==> src/rtl/dot_mmio_pkg.sv <==
// Shared constants and types for the dot-location MMIO stage between the CPU
// data port and the VGA dot-location write port.
package dot_mmio_pkg;

    localparam int unsigned DEPTH       = 64;
    localparam int unsigned ID_W        = 9;
    localparam int unsigned LOC_W       = 10;

    // Last address below the dot window.
    localparam int unsigned RNG         = 99;
    localparam int unsigned X_BASE      = 100;
    localparam int unsigned Y_BASE      = 550;
    localparam int unsigned WIN_END     = 999;
    localparam int unsigned COMMIT_ADDR = 1000;
    localparam int unsigned CLR_ADDR    = 1001;
    localparam int unsigned STAT_ADDR   = 1002;

    typedef struct packed {
        logic             is_y;
        logic [ID_W-1:0]  id;
        logic [LOC_W-1:0] loc;
    } dot_entry_t;

    localparam int unsigned ENTRY_W = $bits(dot_entry_t);

    typedef enum logic {
        IDLE,
        DRAIN
    } dot_state_e;

endpackage

==> src/rtl/dot_update_queue_sync_fifo.sv <==
// Single-clock FIFO with wrap-bit pointers; pointers are exported so the owner
// can track a commit boundary inside the queue.
module sync_fifo #(
    parameter int unsigned Width = 20,
    parameter int unsigned Depth = 64
) (
    input  logic                     clk_i,
    input  logic                     rst_ni,
    input  logic                     push_i,
    input  logic [Width-1:0]         wdata_i,
    input  logic                     pop_i,
    output logic [Width-1:0]         rdata_o,
    output logic                     full_o,
    output logic                     empty_o,
    output logic [$clog2(Depth):0]   count_o,
    output logic [$clog2(Depth):0]   wr_ptr_o,
    output logic [$clog2(Depth):0]   rd_ptr_o
);

    localparam int unsigned AW = $clog2(Depth);

    logic [Width-1:0] mem_q [Depth];
    logic [AW:0]      wr_ptr_d, wr_ptr_q;
    logic [AW:0]      rd_ptr_d, rd_ptr_q;
    logic             do_push, do_pop;

    always_comb begin
        empty_o  = (wr_ptr_q == rd_ptr_q);
        full_o   = (wr_ptr_q[AW] != rd_ptr_q[AW]) && (wr_ptr_q[AW-1:0] == rd_ptr_q[AW-1:0]);
        do_pop   = pop_i && !empty_o;
        // A pop in the same cycle frees a slot, so a push into a full FIFO still lands.
        do_push  = push_i && (!full_o || do_pop);
        wr_ptr_d = do_push ? wr_ptr_q + 1'b1 : wr_ptr_q;
        rd_ptr_d = do_pop  ? rd_ptr_q + 1'b1 : rd_ptr_q;
        count_o  = wr_ptr_q - rd_ptr_q;
        rdata_o  = mem_q[rd_ptr_q[AW-1:0]];
        wr_ptr_o = wr_ptr_q;
        rd_ptr_o = rd_ptr_q;
    end

    always_ff @(posedge clk_i or negedge rst_ni) begin
        if (!rst_ni) begin
            wr_ptr_q <= '0;
            rd_ptr_q <= '0;
        end else begin
            wr_ptr_q <= wr_ptr_d;
            rd_ptr_q <= rd_ptr_d;
        end
    end

    always_ff @(posedge clk_i) begin
        if (do_push) begin
            mem_q[wr_ptr_q[AW-1:0]] <= wdata_i;
        end
    end

endmodule

==> src/rtl/dot_update_queue.sv <==
// Decodes CPU stores into queued X/Y dot updates and releases each committed
// generation to the VGA controller only during vertical blanking.
module dot_update_queue
    import dot_mmio_pkg::*;
#(
    parameter int unsigned FifoDepth = DEPTH
) (
    input  logic             clock,
    input  logic             reset,
    input  logic             wren,
    input  logic [31:0]      address_dmem,
    input  logic [31:0]      data,
    input  logic             vblank,
    output logic [31:0]      stat_data,
    output logic             dotWren,
    output logic             is_Yloc,
    output logic [ID_W-1:0]  dotID,
    output logic [LOC_W-1:0] dotLoc,
    output logic             full,
    output logic             overflow
);

    localparam int unsigned PtrW = $clog2(FifoDepth) + 1;

    dot_state_e  state_d, state_q;
    dot_entry_t  push_entry, pop_entry;
    dot_entry_t  out_d, out_q;
    logic        wren_d, wren_q;
    logic        ovf_d, ovf_q;
    logic [31:0] stat_d, stat_q;
    logic [PtrW-1:0] commit_d, commit_q;
    logic [PtrW-1:0] wr_ptr, rd_ptr, count;
    logic        in_x, in_y, push_req, pop_req, fifo_full, fifo_empty;
    logic        drainable, last_pop;
    logic [31:0] off_x, off_y;
    logic        unused_bits;

    always_comb begin
        in_x     = (address_dmem >= 32'(X_BASE)) && (address_dmem < 32'(Y_BASE));
        in_y     = (address_dmem >= 32'(Y_BASE)) && (address_dmem <= 32'(WIN_END));
        push_req = wren && (in_x || in_y);
        off_x    = address_dmem - 32'(X_BASE);
        off_y    = address_dmem - 32'(Y_BASE);

        push_entry.is_y = in_y;
        push_entry.id   = in_y ? off_y[ID_W-1:0] : off_x[ID_W-1:0];
        push_entry.loc  = data[LOC_W-1:0];
    end

    assign unused_bits = ^{data[31:LOC_W], off_x[31:ID_W], off_y[31:ID_W], fifo_empty};

    sync_fifo #(
        .Width (ENTRY_W),
        .Depth (FifoDepth)
    ) u_fifo (
        .clk_i    (clock),
        .rst_ni   (reset),
        .push_i   (push_req),
        .wdata_i  (push_entry),
        .pop_i    (pop_req),
        .rdata_o  (pop_entry),
        .full_o   (fifo_full),
        .empty_o  (fifo_empty),
        .count_o  (count),
        .wr_ptr_o (wr_ptr),
        .rd_ptr_o (rd_ptr)
    );

    // Only entries strictly before the commit pointer may leave the queue.
    assign drainable = (rd_ptr != commit_q);
    assign last_pop  = ((rd_ptr + 1'b1) == commit_q);

    always_comb begin
        state_d = state_q;
        pop_req = 1'b0;
        unique case (state_q)
            IDLE: begin
                if (vblank && drainable) begin
                    state_d = DRAIN;
                end
            end
            DRAIN: begin
                pop_req = vblank && drainable;
                if (!vblank || !drainable || last_pop) begin
                    state_d = IDLE;
                end
            end
            default: state_d = IDLE;
        endcase
    end

    always_comb begin
        wren_d   = pop_req;
        out_d    = pop_req ? pop_entry : out_q;
        commit_d = (wren && address_dmem == 32'(COMMIT_ADDR)) ? wr_ptr : commit_q;

        // A drop in the same cycle as a clear keeps the flag set.
        ovf_d = ovf_q;
        if (wren && address_dmem == 32'(CLR_ADDR)) begin
            ovf_d = 1'b0;
        end
        if (push_req && fifo_full && !pop_req) begin
            ovf_d = 1'b1;
        end

        stat_d = stat_q;
        if (address_dmem == 32'(STAT_ADDR)) begin
            stat_d = {ovf_q, 15'b0, 16'(count)};
        end
    end

    always_ff @(posedge clock or negedge reset) begin
        if (!reset) begin
            state_q  <= IDLE;
            wren_q   <= 1'b0;
            out_q    <= '0;
            commit_q <= '0;
            ovf_q    <= 1'b0;
            stat_q   <= '0;
        end else begin
            state_q  <= state_d;
            wren_q   <= wren_d;
            out_q    <= out_d;
            commit_q <= commit_d;
            ovf_q    <= ovf_d;
            stat_q   <= stat_d;
        end
    end

    assign dotWren   = wren_q;
    assign is_Yloc   = out_q.is_y;
    assign dotID     = out_q.id;
    assign dotLoc    = out_q.loc;
    assign full      = fifo_full;
    assign overflow  = ovf_q;
    assign stat_data = stat_q;

endmodule

==> config.mk <==
export PLATFORM = sky130hd
export DESIGN_NAME = dot_update_queue
export DESIGN_NICKNAME = d
export VERILOG_FILES = /design/src/rtl/dot_mmio_pkg.sv /design/src/rtl/dot_update_queue_sync_fifo.sv /design/src/rtl/dot_update_queue.sv
export SDC_FILE = /design/constraint.sdc
export NUM_CORES = 1
export LEC_CHECK = 0
export ABC_AREA = 0
export CAP_MARGIN = 40
export CORE_ASPECT_RATIO = 0.75
export CORE_MARGIN = 2
export CORE_UTILIZATION = 33
export DETAILED_ROUTE_END_ITERATION = 10
export GPL_TIMING_DRIVEN = 0
export PLACE_DENSITY = 0.57
export REMOVE_ABC_BUFFERS = 1
export SLEW_MARGIN = 25
export SYNTH_ARGS = -nofsm -noshare
export SYNTH_HDL_FRONTEND = slang
export SYNTH_SLANG_ARGS = --single-unit
==> constraint.sdc <==
create_clock -name clock -period 12.2 [get_ports clock]
set_clock_uncertainty 0.15 [all_clocks]
set_input_delay 2.44 -clock clock [delete_from_list [all_inputs] [get_ports clock]]
set_output_delay 2.44 -clock clock [all_outputs]
set_load 0.05 [all_outputs]
# Word level (Yosys, flattened, before mapping)
# Memories as Yosys holds them, arrays and structs flattened. A register that Yosys moved wholly into a read port is not among the register bits.
# Index checks and enable logic that the tools add are counted.
# Widths: inputs -> output; s select.
# word_totals
register_bits	32
ramBits	1280
inputBits	68
output_inout_bits	55
elab_cells	57
memories	1
# op_classes
n_addsub	5
n_lt_le_gt_ge	4
eq_ne	8
n_mux	9
n_bitwise	1
n_reduce_logical	22
# mem_list
memory	words	width	read_ports	rd_ports_with_merged_regs	wr	line	rtl
u_fifo.mem_q	64	20	1	1	1	dot_update_queue_sync_fifo.sv:22	logic [Width-1:0] mem_q [Depth];
# op_table
operator	n
$eq 32x10->1 const B	3
$ge 32x10->1 const B	1
$ge 32x7->1 const B	1
$le 32x10->1 const B	1
$lt 32x10->1 const B	1
$add 7x1->7 const B	2
$eq 7x7->1	2
$logic_and 1x1->1	11
$mux 9	1
$sub 9x6->9 const B	1
$sub 9x7->9 const B	1
$mux 1	7
$ne 7x7->1	1
$sub 7x7->7	1
$eq 6x6->1	1
$logic_not 1->1	6
$logic_or 1x1->1	4
$pmux 1 s2	1
$reduce_bool 2->1	1
$ne 1x1->1	1
$not 1->1	1

# Depth between registers and ports, before layout
# depth
ltp_word	8
ltp_mapped	13
mapped_depth_nobuf	9

# Cells and area by module
# From an unflattened synthesis, not the netlist that was laid out.
# hier_totals
hier_cells	2450
hier_area_um2	51922.3
# by_module_without_submodules
module	instances	cells_per_inst	area_per_inst_um2	seq_area_each_um2
sync_fifo	1	2245	49602.6	38787.2
dot_update_queue	1	205	2319.7	950.9

# Least setup slack after synthesis
# Ideal clock, no wire load.
# synth_timing
path_type	input to register
from	input port address_dmem[1]
to	memory u_fifo.mem_q[0][18] (data pin)
setup_time_ns	0.915
arrival_ns	8.012
t_required_ns	11.135
path_slack_ns	3.123
stages	8
path_buffers	1
path_cell_list	ha_1 -> or4b_1 -> a21oi_1 -> o22ai_2 -> nor2_2 -> buf_2 -> nor3_1 -> nor4b_1
# synth_lines
item	line	rtl
start, declared	dot_update_queue.sv:11	input logic [31:0] address_dmem,
end, declared	dot_update_queue_sync_fifo.sv:22	

# Final worst setup path
# layout_timing
from	register u_fifo.rd_ptr_q[1] (netlist: u_fifo.rd_ptr_o[1])
to	output port full
# layout_via
elab_chain_len	2
# layout_lines
item	line	rtl
start, declared	dot_update_queue_sync_fifo.sv:24	logic [AW:0] rd_ptr_d, rd_ptr_q;
start signal, assigned	dot_update_queue_sync_fifo.sv:47	rd_ptr_q <= rd_ptr_d;
$eq 6x6->1	dot_update_queue_sync_fifo.sv:29	full_o = (wr_ptr_q[AW] != rd_ptr_q[AW]) && (wr_ptr_q[AW-1:0] == rd_ptr_q[AW-1:0]);
$logic_and 1x1->1	dot_update_queue_sync_fifo.sv:29	
end, declared	dot_update_queue.sv:19	output logic full,
# Every way passes these cells.

==> metrics <==
total CTS buffers 117; routability cong. 0.795; DR pass1 iterations 5; Net count, final 3209; max-cap violations 0; initial DRC count 3230; Setup Slack @ Placement 4.85 ns; EDFF count, synth 1280; hold violation count in the final report 0; WS Path Type reg -> out; largest net degree at the start of global routing 65; reg2reg setup slack 7.08 ns; pwr dens 204 nW/µm²; Max Root-Sink Buffers 3; WL per Instance 25.6 µm; final worst setup slack 5.37 ns; adder-cell share of the synthesized area 0.323%; proportion of synthesized area in mux cells 12.9%; Starting Density 33.3%; core area 158000 µm²; register area share after synthesis 75.5%; post-synthesis average cell area 17.9 µm²; all-layer global routing usage 16.5%; H-tree depth 3; Max stage delay on crit path 0.89 ns; Max FO, Critical Path 46; Post-Syn Area 52600 µm²; ys async rst share 3.90%; I/O Buffers 76; Post-Synth Simple-Gate Area 3.61%; Clock Latency Late Sink 0.74 ns; leak pwr 20.6 nW; Hold Worst Slack 0.328 ns; CP delay by family, top buffers and inverters; cell at the root of the clock tree clkbuf_16; commonest non-fill, non-tap cell in the layout edfxtp_1; Routed Antenna Nets 0; # resized after CTS 0; Worst setup SP type register; CTS tree built; IO Count 123; Synth Area in Compound Gates 5.10%; Slew headroom 43.3%; Final period util 56.0%; Post-Synth XOR/XNOR Area 0.549%; yosys warns 0; Syn Inst Count 2946; Detailed Route WL 137 mm; Die H 350 µm; crit-path cells buf_16, inv_4, ha_1, and4_1, nand3_1, nor2_1, clkdlybuf4s50_1; Yosys top cell by area edfxtp_1; unrepaired setup endpoints after global routing false; Primary FF master, synth edfxtp_1; status finished, final reports clean; Setup Fix Bufs, Post-CTS 0; post-cts hold buffer count 0; worst vdd ir 0.000138 V; Crit-path slowest cell clkdlybuf4s50_1; largest family of logic cells by synthesized area multiplexers; vias in the first global route 26500; row count 126; first-pass GRT wire length 196 mm; critical path buffer and inverter count 3; initial antenna violation count 4; Vias/cell 5.22; CP Capture Type output pin; remaining global-route overflow 0; routed via count 27900; commonest cells after routing, fill and taps aside edfxtp_1, mux2i_1, a22oi_1; minimum clock period 6.83 ns; post-synth cell types 65; # DRC 0; DP HPWL 87.8 mm; Slew @ Worst Pin 0.850 ns; CP required 9.61 ns; clock slew at reported path FFs 0.06 ns; f_max 146 MHz; Hold Crit Class reg -> reg; Max Slew Vio Count 0; final setup fails 0; Synth Register Bits 1332; Yosys top cell area share 73.0%; Die X 465 µm; CTS sink count 1332; area delta synth->final 20.0%; # fillers 13900; ratio of cells with drive above 1 in the final layout 17.2%; die area 163000 µm²; Arrival @ worst endpoint 4.24 ns; top cells by area, synth edfxtp_1, mux2i_1, mux4_2, a22oi_1, dfrtp_1
-- worst paths after layout --
| check | start | endpoint | cells past startpoint |
|---|---|---|---|
| setup / recovery | u_fifo.rd_ptr_o[1] | full | 7 |
| max in group asynchronous | reset | u_fifo.rd_ptr_o[1] | 2 |
| hold reg to reg | state_q | state_q | 1 |
| setup reg to reg | u_fifo.rd_ptr_o[1] | u_fifo.mem_q[0][14] | 11 |
| min in group asynchronous | reset | stat_data[0] | 1 |
| hold / removal | state_q | state_q | 1 |
-- registers in the layout (all words and copies together), names as in the netlist --
signal,count
is_Yloc,1
state_q,1
overflow,1
dotLoc,10
dotID,9
u_fifo.wr_ptr_o,7
u_fifo.mem_q,1280
dotWren,1
commit_q,7
stat_data,8
u_fifo.rd_ptr_o,7
-- synth_stat cells, drive strengths merged, types with 2 or more instances --
master     n
a211o      3
a211oi     4
a21oi     96
a221oi     4
a22oi    184
a311oi    35
a31oi      7
and2       3
and3       2
and4       2
buf      119
clkbuf    81
dfrtp     52
edfxtp  1280
ha        12
inv       19
mux2       8
mux2i    453
mux4      97
nand2    147
nand2b     5
nand3     90
nand3b     3
nand4     25
nor2      83
nor2b     11
nor3      10
nor3b      3
nor4       6
nor4b      4
o21ai     17
o22ai     21
o311a      2
o31ai      2
o32ai      3
or3b       2
xnor2     21
xor2      12
-- stage by stage --
stage | setup TNS [ns] | std cells | area [µm²] | total power [mW] | utilization [%]
global route | 0 | 5342 | 63200 | 13.3 | 40.0
finish | 0 | 5343 | 63200 | 12.9 | 40.0
detailed placement | 0 | 5116 | 59300 | 9.19 | 37.6
global placement | - | 4957 | 55200 | 10.2 | 35.0
CTS | 0 | 5337 | 63100 | 12.9 | 40.0
floorplan | -127.22 | 2769 | 51800 | 8.28 | -
-- cell type report --
type / count / area [µm²] / area share, %
diodes: 1 / 2.50 / 0.00396
clock buffers: 148 / 3130 / 4.95
clock inverters: 73 / 719 / 1.14
inverters: 20 / 77.6 / 0.123
multi-input cells: 1417 / 12600 / 20.0
flip-flops and latches: 1332 / 39800 / 62.9
well taps: 2112 / 2640 / 4.18
repair buffers: 240 / 4210 / 6.67
-- cell families (layout without fill, tap and decap cells) --
| family | after synthesis | count (layout) |
|---|---|---|
| compound gates | 387 | 387 |
| other cells | 1 | 25 |
| mux | 558 | 558 |
| flops | 1332 | 1332 |
| fa+ha+maj | 13 | 13 |
| xor+xnor | 33 | 33 |
| simple gates | 402 | 402 |
| buf+inv | 220 | 481 |
-- routing by layer --
| metal | part of all wire, % | global-route usage [%] | vias to the layer above | wire [µm] |
|---|---|---|---|---|
| met4 | 1.8 | 3.42 | 0 | 2510 |
| li1 | - | - | 12100 | - |
| met3 | 7.2 | 2.73 | 157 | 9810 |
| met5 | 0 | 0 | - | 0 |
| met1 | 46 | 25.1 | 14500 | 63200 |
| met2 | 45 | 24.8 | 1077 | 61100 |
-- where the power goes --
| part | switching [mW] | total [mW] | internal, mW |
|---|---|---|---|
| Sequential | 0.139 | 5.21 | 5.07 |
| Clock | 1.67 | 3.78 | 2.11 |
| Combinational | 2.37 | 3.88 | 1.51 |
| Total | 4.17 | 12.9 | 8.69 |
Note: power is estimated with default switching activity, not from simulation.
